--- src/rtl/cdc_hs_pkg.sv ---
// Shared types and default constants for the 4-phase CDC handshake transmitter.
package cdc_hs_pkg;

   localparam int DEF_DATA_WIDTH     = 8;
   localparam int DEF_SYNC_STAGES    = 2;
   localparam int DEF_TIMEOUT_CYCLES = 255;

   typedef enum logic [1:0] {
      ST_IDLE   = 2'd0,
      ST_REQ_HI = 2'd1,
      ST_REQ_LO = 2'd2
   } hs_state_e;

   // Bits needed to hold values 0..max_val inclusive.
   function automatic int cnt_width(input int max_val);
      return (max_val < 2) ? 1 : $clog2(max_val + 1);
   endfunction

endpackage

--- src/rtl/ack_sync.sv ---
// Multi-flop synchronizer that brings the remote acknowledge into the local clock domain.
module ack_sync #(
   parameter int STAGES = 2
) (
   input  logic clk,
   input  logic n_rst,
   input  logic i_async,
   output logic o_sync
);

   logic [STAGES:0] w_chain;

   assign w_chain[0] = i_async;

   for (genvar gi = 0; gi < STAGES; gi++) begin : g_stage
      logic r_q;
      always_ff @(posedge clk or negedge n_rst) begin
         if (!n_rst) r_q <= 1'b0;
         else        r_q <= w_chain[gi];
      end
      assign w_chain[gi+1] = r_q;
   end

   assign o_sync = w_chain[STAGES];

endmodule

--- src/rtl/cdc_hs_tx.sv ---
// Source side of a 4-phase req/ack handshake carrying one payload word per transfer.
// Optional watchdog with sticky timeout_err is built only when CDC_HS_TX_TIMEOUT_EN is defined.
module cdc_hs_tx
   import cdc_hs_pkg::*;
#(
   parameter int DATA_WIDTH     = DEF_DATA_WIDTH,
   parameter int SYNC_STAGES    = DEF_SYNC_STAGES,
   parameter int TIMEOUT_CYCLES = DEF_TIMEOUT_CYCLES
) (
   input  logic                  clk,
   input  logic                  n_rst,
   input  logic                  tx_valid,
   input  logic [DATA_WIDTH-1:0] tx_data,
   output logic                  tx_ready,
   output logic                  tx_done,
   output logic                  req_out,
   output logic [DATA_WIDTH-1:0] data_out,
   input  logic                  ack_in,
   output logic                  timeout_err
);

   if (SYNC_STAGES < 2 || SYNC_STAGES > 4 || TIMEOUT_CYCLES < 1) begin : g_bad_params
      $error("cdc_hs_tx: SYNC_STAGES must be 2..4 and TIMEOUT_CYCLES at least 1");
   end

   hs_state_e             r_state, w_state_next;
   logic                  r_req, w_req_next;
   logic                  r_done, w_done_next;
   logic [DATA_WIDTH-1:0] r_data, w_data_next;
   logic                  w_ack_s;
   logic                  w_ready;

   ack_sync #(
      .STAGES (SYNC_STAGES)
   ) u_ack_sync (
      .clk     (clk),
      .n_rst   (n_rst),
      .i_async (ack_in),
      .o_sync  (w_ack_s)
   );

   // A stale ack still high from a previous transfer blocks new accepts.
   assign w_ready = (r_state == ST_IDLE) && !w_ack_s;

   always_comb begin
      w_state_next = r_state;
      w_req_next   = r_req;
      w_data_next  = r_data;
      w_done_next  = 1'b0;
      case (r_state)
         ST_IDLE: begin
            if (tx_valid && w_ready) begin
               w_state_next = ST_REQ_HI;
               w_req_next   = 1'b1;
               w_data_next  = tx_data;
            end
         end
         ST_REQ_HI: begin
            if (w_ack_s) begin
               w_state_next = ST_REQ_LO;
               w_req_next   = 1'b0;
            end
         end
         ST_REQ_LO: begin
            if (!w_ack_s) begin
               w_state_next = ST_IDLE;
               w_done_next  = 1'b1;
            end
         end
         default: begin
            w_state_next = ST_IDLE;
            w_req_next   = 1'b0;
         end
      endcase
   end

   always_ff @(posedge clk or negedge n_rst) begin
      if (!n_rst) begin
         r_state <= ST_IDLE;
         r_req   <= 1'b0;
         r_done  <= 1'b0;
         r_data  <= '0;
      end else begin
         r_state <= w_state_next;
         r_req   <= w_req_next;
         r_done  <= w_done_next;
         r_data  <= w_data_next;
      end
   end

   assign tx_ready = w_ready;
   assign tx_done  = r_done;
   assign req_out  = r_req;
   assign data_out = r_data;

`ifdef CDC_HS_TX_TIMEOUT_EN
   localparam int             CW       = cnt_width(TIMEOUT_CYCLES);
   localparam logic [CW-1:0]  WD_LIMIT = CW'(TIMEOUT_CYCLES);

   logic [CW-1:0] r_wd_cnt, w_wd_cnt_next;
   logic          r_timeout_err;

   // Count saturates at the limit so a hung handshake cannot wrap back to zero.
   always_comb begin
      w_wd_cnt_next = r_wd_cnt;
      if (w_state_next != r_state)
         w_wd_cnt_next = '0;
      else if (r_state != ST_IDLE && r_wd_cnt != WD_LIMIT)
         w_wd_cnt_next = r_wd_cnt + 1'b1;
   end

   always_ff @(posedge clk or negedge n_rst) begin
      if (!n_rst) begin
         r_wd_cnt      <= '0;
         r_timeout_err <= 1'b0;
      end else begin
         r_wd_cnt <= w_wd_cnt_next;
         if (r_state != ST_IDLE && w_wd_cnt_next == WD_LIMIT)
            r_timeout_err <= 1'b1;
      end
   end

   assign timeout_err = r_timeout_err;
`else
   assign timeout_err = 1'b0;
`endif

endmodule

--- config.mk ---
export PLATFORM = sky130hd
export DESIGN_NAME = cdc_hs_tx
export DESIGN_NICKNAME = d
export VERILOG_FILES = /design/src/rtl/cdc_hs_pkg.sv /design/src/rtl/ack_sync.sv /design/src/rtl/cdc_hs_tx.sv
export SDC_FILE = /design/constraint.sdc
export NUM_CORES = 1
export LEC_CHECK = 0
export ABC_AREA = 0
export CAP_MARGIN = 40
export CELL_PAD_IN_SITES_DETAIL_PLACEMENT = 1
export CELL_PAD_IN_SITES_GLOBAL_PLACEMENT = 1
export CORE_MARGIN = 1
export CORE_UTILIZATION = 27
export DETAILED_ROUTE_END_ITERATION = 10
export MAX_ROUTING_LAYER = met4
export PLACE_DENSITY_LB_ADDON = 0.25
export SLEW_MARGIN = 5
export SYNTH_ARGS = -nofsm -noshare
export SYNTH_HDL_FRONTEND = slang
export SYNTH_SLANG_ARGS = --single-unit
--- constraint.sdc ---
create_clock -name clk -period 1.41 [get_ports clk]
set_input_delay 0.141 -clock clk [delete_from_list [all_inputs] [get_ports clk]]
set_output_delay 0.141 -clock clk [all_outputs]
set_load 0.01 [all_outputs]
==> results of run 1 <==
-- flip-flops by register name (all words and copies together), names as in the netlist --
name                    count
u_ack_sync.g_stage.r_q      1
data_out                    8
u_ack_sync.o_sync           1
tx_done                     1
r_state                     2
req_out                     1
-- kinds of logic (layout without fill, tap and decap cells) --
group / after synthesis / in the layout / synth area share, %
AO/OA/AOI/OAI: 2 / 2 / 3.29
XOR/XNOR: 1 / 1 / 1.64
buffers and inverters: 1 / 32 / 1.41
flip-flops: 14 / 14 / 65.7
multiplexers: 8 / 8 / 16.9
other: 1 / 1 / 0.704
AND/OR/NAND/NOR: 6 / 6 / 10.3
-- worst max path at each step --
| stage | cells past startpoint | slack, ns | to |
|---|---|---|---|
| floorplan | 2 | -0.005 | data_out[0] |
| global placement | 4 | -0.06 | data_out[1] |
| detailed placement | 4 | -0.08 | data_out[4] |
| CTS | 3 | 0.04 | data_out[4] |
| global route | 1 | 0.005 | req_out |
| finish | 3 | 0.05 | data_out[4] |
-- critical path, delay by kind of cell, from the launching register on --
family / cells / cell delay, ns
buffers and inverters: 1 / 0.19
and+or+nand+nor: 1 / 0.30
DFF: 1 / 0.43
muxes: 1 / 0.33
-- repair_timing --
action | in CTS | in global routing
resized for setup | 3 | 0
endpoints found under the setup margin | 1 | 2
hold buffers | 0 | 0
buffers inserted | 0 | 1
-- layout make-up --
type / instances / area [um2] / area share [%]
well taps: 25 / 31.3 / 3.64
repair buffers: 28 / 264 / 30.7
clock buffers: 4 / 36.3 / 4.22
multi-input cells: 18 / 175 / 20.4
flip-flops and latches: 14 / 353 / 41.0
-- Yosys cell counts --
cell | number | area share [%]
buf_4 | 1 | 1.4
xor2_1 | 1 | 1.6
mux2_2 | 8 | 17
dfrtp_1 | 14 | 66
o21a_1 | 1 | 1.4
conb_1 | 1 | 0.70
nor4b_4 | 1 | 4.5
nor3_1 | 1 | 0.94
nor3b_1 | 1 | 1.4
and2_1 | 1 | 1.2
nor2_1 | 1 | 0.70
and2b_2 | 1 | 1.6
a211o_2 | 1 | 1.9
-- metrics by stage --
stage	setup WS, ns	power, mW	util [%]	TNS (ns)	hold slack (ns)
after floorplan	-0.00505	0.689	-	-0.0404	-0.155
after global placement	-0.0628	0.916	45.7	-0.425	0.332
after detailed placement	-0.0809	0.920	45.7	-0.585	0.340
after CTS	0.0387	1.22	47.8	0	0.171
after global routing	0.00487	1.27	48.2	0	0.178
final	0.0508	1.20	48.2	0	0.168
-- cells in the final DEF, fill, tap and decap left out --
cell,count
a211o_2,1
and2_1,1
o21a_1,1
dfrtp_1,12
buf_4,6
dlygate4sd2_1,1
conb_1,1
mux2_2,8
clkdlybuf4s50_1,21
and2b_2,1
clkbuf_8,1
dfrtp_2,2
nor3_1,1
nor3b_1,1
clkbuf_4,3
xor2_1,1
nor4b_4,1
nor2_1,1
-- power breakdown --
group	internal, mW	switching [mW]	leakage [nW]
clock	0.157	0.135	0.0210
combinational	0.251	0.118	0.184
sequential	0.488	0.0511	0.164
-- metal layers --
metal / share of wire, % / GRT usage [%] / vias to the layer above
met5: 0 / - / -
met4: 0 / 5.29 / 0
li1: - / - / 176
met1: 43 / 13.0 / 170
met2: 47 / 17.2 / 17
met3: 9.6 / 2.35 / 0
==> metrics list, run 1 <==
* Number of detailed-routing iterations run before antenna repair: 1
* Source of the critical timing path: u_ack_sync.o_sync
- The die is ~46 um wide.
* Final non-filler cell total: 89
- Cells with a size suffix above 1 make up 35.9% of the layout.
* Category of the most critical setup path: reg -> reg
- Clock-pin slew was measured on the worst setup and hold paths at 0.09 ns.
- Total number of clock tree sinks: 14
- FF-to-FF End: data_out[4]
* Max Fclk: approximately 740 MHz
- Clock Latency Late Sink: 0.28 ns
* Static leakage: 0.369 nW
* Distinct cell type count after synthesis: 13
* Detailed-route DRC error count: 0
- In this run the vertical extent of the chip is 46.4 um.
- Total count of max-transition violations in the final report: 0
- Once layout is done, the placed cells without fillers occupy between 800 and 900 um2.
- Synthesis inferred 14 register bits.
- Count of routing violations after the opening detailed-route iteration: 0
* Number of ports placed on the die boundary: 24
* Worst-path cell chain: nor4b_4 -> buf_4 -> mux2_2
* Largest net degree at the start of global routing: 15
- GRT Overall Usage: between 10% and 20%
- The repair_antennas step left the layout with diodes totalling 0.
- First-pass GRT wire length: 1550 um
* Deepest clock path buffer count: 2
- Max-cap violations in this run came to 0.
- The worst setup path is captured at a register.
- Initial antenna violation count: 0
* Max IR drop VDD: 0.000746 V
* Final wirelength: 1020 um
- The clock arrives with about 0.0045 ns of skew.
- The number of nets handed over by synthesis was 45.
- Class of the tightest hold or removal check: in -> async
- Setup slack on the worst reg-to-reg path comes out at 0.05 ns.
* Synthesized netlist cell count: 33
* Post-route ant nets: 0
* Average cell area after synthesis: 16.2 um2
- Top fanout value on the critical path: 5
* Overflow left after global routing: 0
- The number of hold-slack violations in the final timing report was 0.
- Setup violations remaining at the end of the flow were counted as 0.
- The final layout contains 77 nets.
- STA classifies the critical path startpoint as a register.
- Count of buffers from port buffering: 22
* Critical path data required time: ~1.6 ns
- Clk root buf: clkbuf_4
- The initial utilization of the core area, before any placement, comes to 29.9%.
- Fraction of the cycle the final worst path needs: 96.4%
- The total area inside the core boundary comes to 1780 um2.
* CTS tree: built
- Vias in the first global route: ~370
- PD cells: 1400 nW/um2
- Worst path arrival time: 1.53 ns
* Number of placement rows: 15
- Area of the mapped netlist: 533 um2
* Status: finished clean
- On the critical path, the stage with the largest delay is an instance of dfrtp_1.
- Fillers: 195
- Number of placed instances, taps included: 84
* Floorplan die area: 2160 um2
* Reg-to-reg startpoint: u_ack_sync.o_sync
- The share of the Yosys chip area taken by registers is 65.7%.
* CTS Buf Count: 3
- Delay of the slowest critical-path stage: approximately 0.43 ns
* H-tree levels: 1
- Area grow syn2layout: 61.3%
* Sum of net half-perimeters after detailed placement: 791 um
* Worst r2r path cells: 3
- Warnings, synthesis: 0
- Routability-driven placement congestion ratio: 0.760
* Routed length per instance: 11.4 um
* Area after DPL: 815 um2
- Post-layout min period: 1.36 ns
- In the routed layout, each cell is associated on average with a via count of 4.08.
- Setup repair after global routing missed its margin: no
- The routed layout has around 360 vias.
No activity file was read; power rests on OpenSTA's default activity.
==> inputs of run 2 (changes only) <==
--- a/config.mk
+++ b/config.mk
@@ -9,11 +9,13 @@
 export CAP_MARGIN = 40
 export CELL_PAD_IN_SITES_DETAIL_PLACEMENT = 1
 export CELL_PAD_IN_SITES_GLOBAL_PLACEMENT = 1
+export CORE_ASPECT_RATIO = 0.7
 export CORE_MARGIN = 1
 export CORE_UTILIZATION = 27
 export DETAILED_ROUTE_END_ITERATION = 10
 export MAX_ROUTING_LAYER = met4
 export PLACE_DENSITY_LB_ADDON = 0.25
+export SKIP_CTS_REPAIR_TIMING = 1
 export SLEW_MARGIN = 5
 export SYNTH_ARGS = -nofsm -noshare
 export SYNTH_HDL_FRONTEND = slang
==> run 2 against run 1 <==
  * Sequential cell count did not move
  * Power rose by 0.74%
  * Die area rose by 0.14%
  * Sequential power fell by 0.7%
  * Sequential share of layout area fell by 1.1 points
  * Wire length fell by 6.3%
  * Register-to-register slack got worse by 0.02 ns
  * Clock-buffer cell count did not move
  * Combinational power rose by 5.7%
  * Largest cell class unchanged
==> metrics list, run 2 (same netlist as run 1, synthesis figures left out) <==
* Status: finished clean (unchanged)
- The buffer type at the clock tree root is clkbuf_4 (unchanged).
- Fraction of the cycle the final worst path needs: 97.8% (was 96.4%)
* First-pass GRT wire length: 1530 um (was 1550 um)
- GRT Overall Usage: 11.9% (was 10.9%)
* Area grow syn2layout: 65.3% (was 61.3%)
- Setup repair after global routing missed its margin: yes (was no)
- The number of H-tree levels came to 1 (unchanged).
- The number of top-level pins is 24 (unchanged).
* Final non-filler cell total: 88 (was 89)
* Total number of vias: 362 (was 363)
* Final design instance area without fill: 881 um2 (was 860 um2)
- Initial antenna violation count: 0 (unchanged)
* Number of placed instances, taps included: 81 (was 84)
- The most common library cell in the layout ignoring fill and taps is clkdlybuf4s50_1 (unchanged).
* Vias in the first global route: 345 (was 374)
* Static leakage: 0.396 nW (was 0.369 nW)
- The endpoint kind of the worst setup timing path is a register (unchanged).
* Worst-path cell chain: nor4b_4 -> buf_4 -> mux2_2 (unchanged)
- The number of max-capacitance violations reported was 0 (unchanged).
- CTS tree: built (unchanged)
- The critical path's largest stage delay is 0.44 ns (was 0.43 ns).
- Routability-driven placement congestion ratio: 0.746 (was 0.760)
- The flip-flop count of the largest register, all copies and words added came to 8 (unchanged).
* Number of placement rows: 13 (was 15)
* Deepest clock path buffer count: 2 (unchanged)
- The net total in the final layout is 79 (was 77).
- The maximum achievable frequency is 725 MHz (was 736 MHz).
- The antenna violation net count after detailed routing was 0 (unchanged).
- Number of vias per cell: 4.11 (was 4.08)
- The largest fanout on the critical path came to 3 (was 5).
- The clock-pin slew reported for the worst setup and hold paths after clock tree synthesis is 0.08 ns (was 0.09 ns).
* Utilization after layout: 47.5% (was 48.2%)
- Detailed-route DRC error count: 0 (unchanged)
- The final critical path time including I/O delays and setup is 1.38 ns (was 1.36 ns).
* Overflow left after global routing: 0 (unchanged)
- The category of the worst setup path launch point was a register (unchanged).
* Area of the core region: 1850 um2 (was 1780 um2)
- Sequential Area: 352 um2 (was 353 um2)
- The proportion of layout cells with a drive suffix above 1 came to 36.4% (was 35.9%).
- The part of the total power dissipated in combinational logic was 32.4% (was 30.8%).
* Total count of max-transition violations in the final report: 0 (unchanged)
* Worst slack at placement: -0.115 ns (was -0.0809 ns)
- The sequential share of power is 44.3% (was 44.9%).
* Cell at the slowest stage of the critical path: dfrtp_2 (was dfrtp_1)
- The chip width was 55.1 um (was 46.4 um).
- The wire length after detailed routing is 952 um (was 1020 um).
- The data arrival time of the critical path is 1.55 ns (was 1.53 ns).
* Max IR drop VDD: 0.000880 V (was 0.000746 V)
- Commonest non-fill, non-tap cells in the layout: 21 x clkdlybuf4s50_1, 13 x dfrtp_1, 7 x mux2_2, 7 x buf_4, 3 x clkbuf_4 (was 21 x clkdlybuf4s50_1, 12 x dfrtp_1, 8 x mux2_2, 6 x buf_4, 3 x clkbuf_4).
- The largest net degree at the start of global routing came to 15 (unchanged).
- The largest clock skew in the final design is 0.00141 ns (was 0.00450 ns).
- Worst r2r path cells: 3 (unchanged)
- The clock sink total was 14 (unchanged).
* Clock Latency Late Sink: 0.28 ns (about the same)
- The ratio of total power to cell area is 1370 nW/um2 (was 1400 nW/um2).
* Class of the tightest hold or removal check: in -> async (unchanged)
* Number of failing setup endpoints in the final timing report: 0 (unchanged)
* Starting utilization of the core area: 28.7% (was 29.9%)
- The area occupied by multi-input gates came to 179 um2 (was 175 um2).
- The switching power of the nets is 0.298 mW (was 0.304 mW).
- Fillers: 202 (was 195)
* Critical path data required time: 1.58 ns (about the same)
* Count of buffers from port buffering: 22 (unchanged)
- The clock group share of total power is 23.4% (was 24.3%).
- Sum of net half-perimeters after detailed placement: 693 um (was 791 um)
- The number of buffers created by CTS is 3 (unchanged).
- The routed wire length per instance came to 10.8 um (was 11.4 um).
- Antenna diode count: 0 (unchanged)
* Area after DPL: 811 um2 (was 815 um2)
- Internal power contribution: 0.912 mW (was 0.896 mW)
- The floorplan die height is 39.2 um (was 46.4 um).
- Number of detailed-routing iterations run before antenna repair: 1 (unchanged)
* Floorplan die area: 2160 um2 (about the same)
- The type of the worst setup path is reg -> reg (unchanged).
- The proportion of total power due to net switching was 24.6% (was 25.3%).
* Post-route worst setup slack: 0.0304 ns (was 0.0508 ns)
- Count of routing violations after the opening detailed-route iteration: 0 (unchanged)
* Final hold viol count: 0 (unchanged)
## run 2: cell count changes in the layout (fill, tap and decap cells not counted), sizes merged
cell and delta:
buf +2, dlygate4sd2 -1, dlymetal6s2s +1
## run 2: worst max-delay path: cells and delay by family (launching register included)
family                 cells  cell delay, ns
buffers and inverters      1            0.18
muxes                      1            0.32
and+or+nand+nor            1            0.33
DFF                        1            0.44
## run 2: path summary, 6_finish.rpt
kind,startpoint,end,slack [ns]
worst max register to register,r_state[0],data_out[7],0.03
worst min-delay path,n_rst,data_out[3],0.16
max in group asynchronous,n_rst,r_state[0],1.07
worst max-delay path,r_state[0],data_out[7],0.03
min in group clk,ack_in,u_ack_sync.g_stage[0].r_q,0.30
worst min register to register,u_ack_sync.g_stage[0].r_q,u_ack_sync.o_sync,0.35
## run 2: per-layer routing
metal / global-route usage, % / vias to the layer above / wire length [um]
met2: 14.8 / 15 / 392
met3: 8.24 / 2 / 79
met5: - / - / 0
li1: - / 181 / -
met1: 14.4 / 164 / 465
met4: 5.63 / 0 / 14
## run 2: cell type report
| class | instances | share of cell area (%) |
|---|---|---|
| clock buffers | 4 | 4.12 |
| multi-input cells | 18 | 20.3 |
| flip-flops and latches | 14 | 39.9 |
| well taps | 22 | 3.12 |
| repair buffers | 30 | 32.5 |
## run 2: power groups by stage
stage          Combinational [mW]  Clock (mW)  Sequential [mW]
2_1_floorplan               0.107           0            0.582
4_1_cts                     0.376       0.295            0.539
5_1_grt                     0.425       0.319            0.550
3_5_place_dp                0.375           0            0.546
6_report                    0.391       0.283            0.535
3_3_place_gp                0.371           0            0.547
## run 2: per-stage QoR
step                hold slack [ns]  power, mW  TNS (ns)
detailed placement            0.336      0.920    -0.753
finish                        0.164       1.21         0
global route                  0.167       1.29   -0.0794
floorplan                    -0.155      0.689   -0.0404
CTS                           0.159       1.21    -0.365
global placement              0.333      0.918    -0.444
==> inputs of run 3 (changes only) <==
--- a/config.mk
+++ b/config.mk
@@ -10,7 +10,6 @@
 export CELL_PAD_IN_SITES_DETAIL_PLACEMENT = 1
 export CELL_PAD_IN_SITES_GLOBAL_PLACEMENT = 1
 export CORE_ASPECT_RATIO = 0.7
-export CORE_MARGIN = 1
 export CORE_UTILIZATION = 27
 export DETAILED_ROUTE_END_ITERATION = 10
 export MAX_ROUTING_LAYER = met4
==> results of run 3 <==
Same layout as run 2: the final DEF is identical, and so are final timing and power.
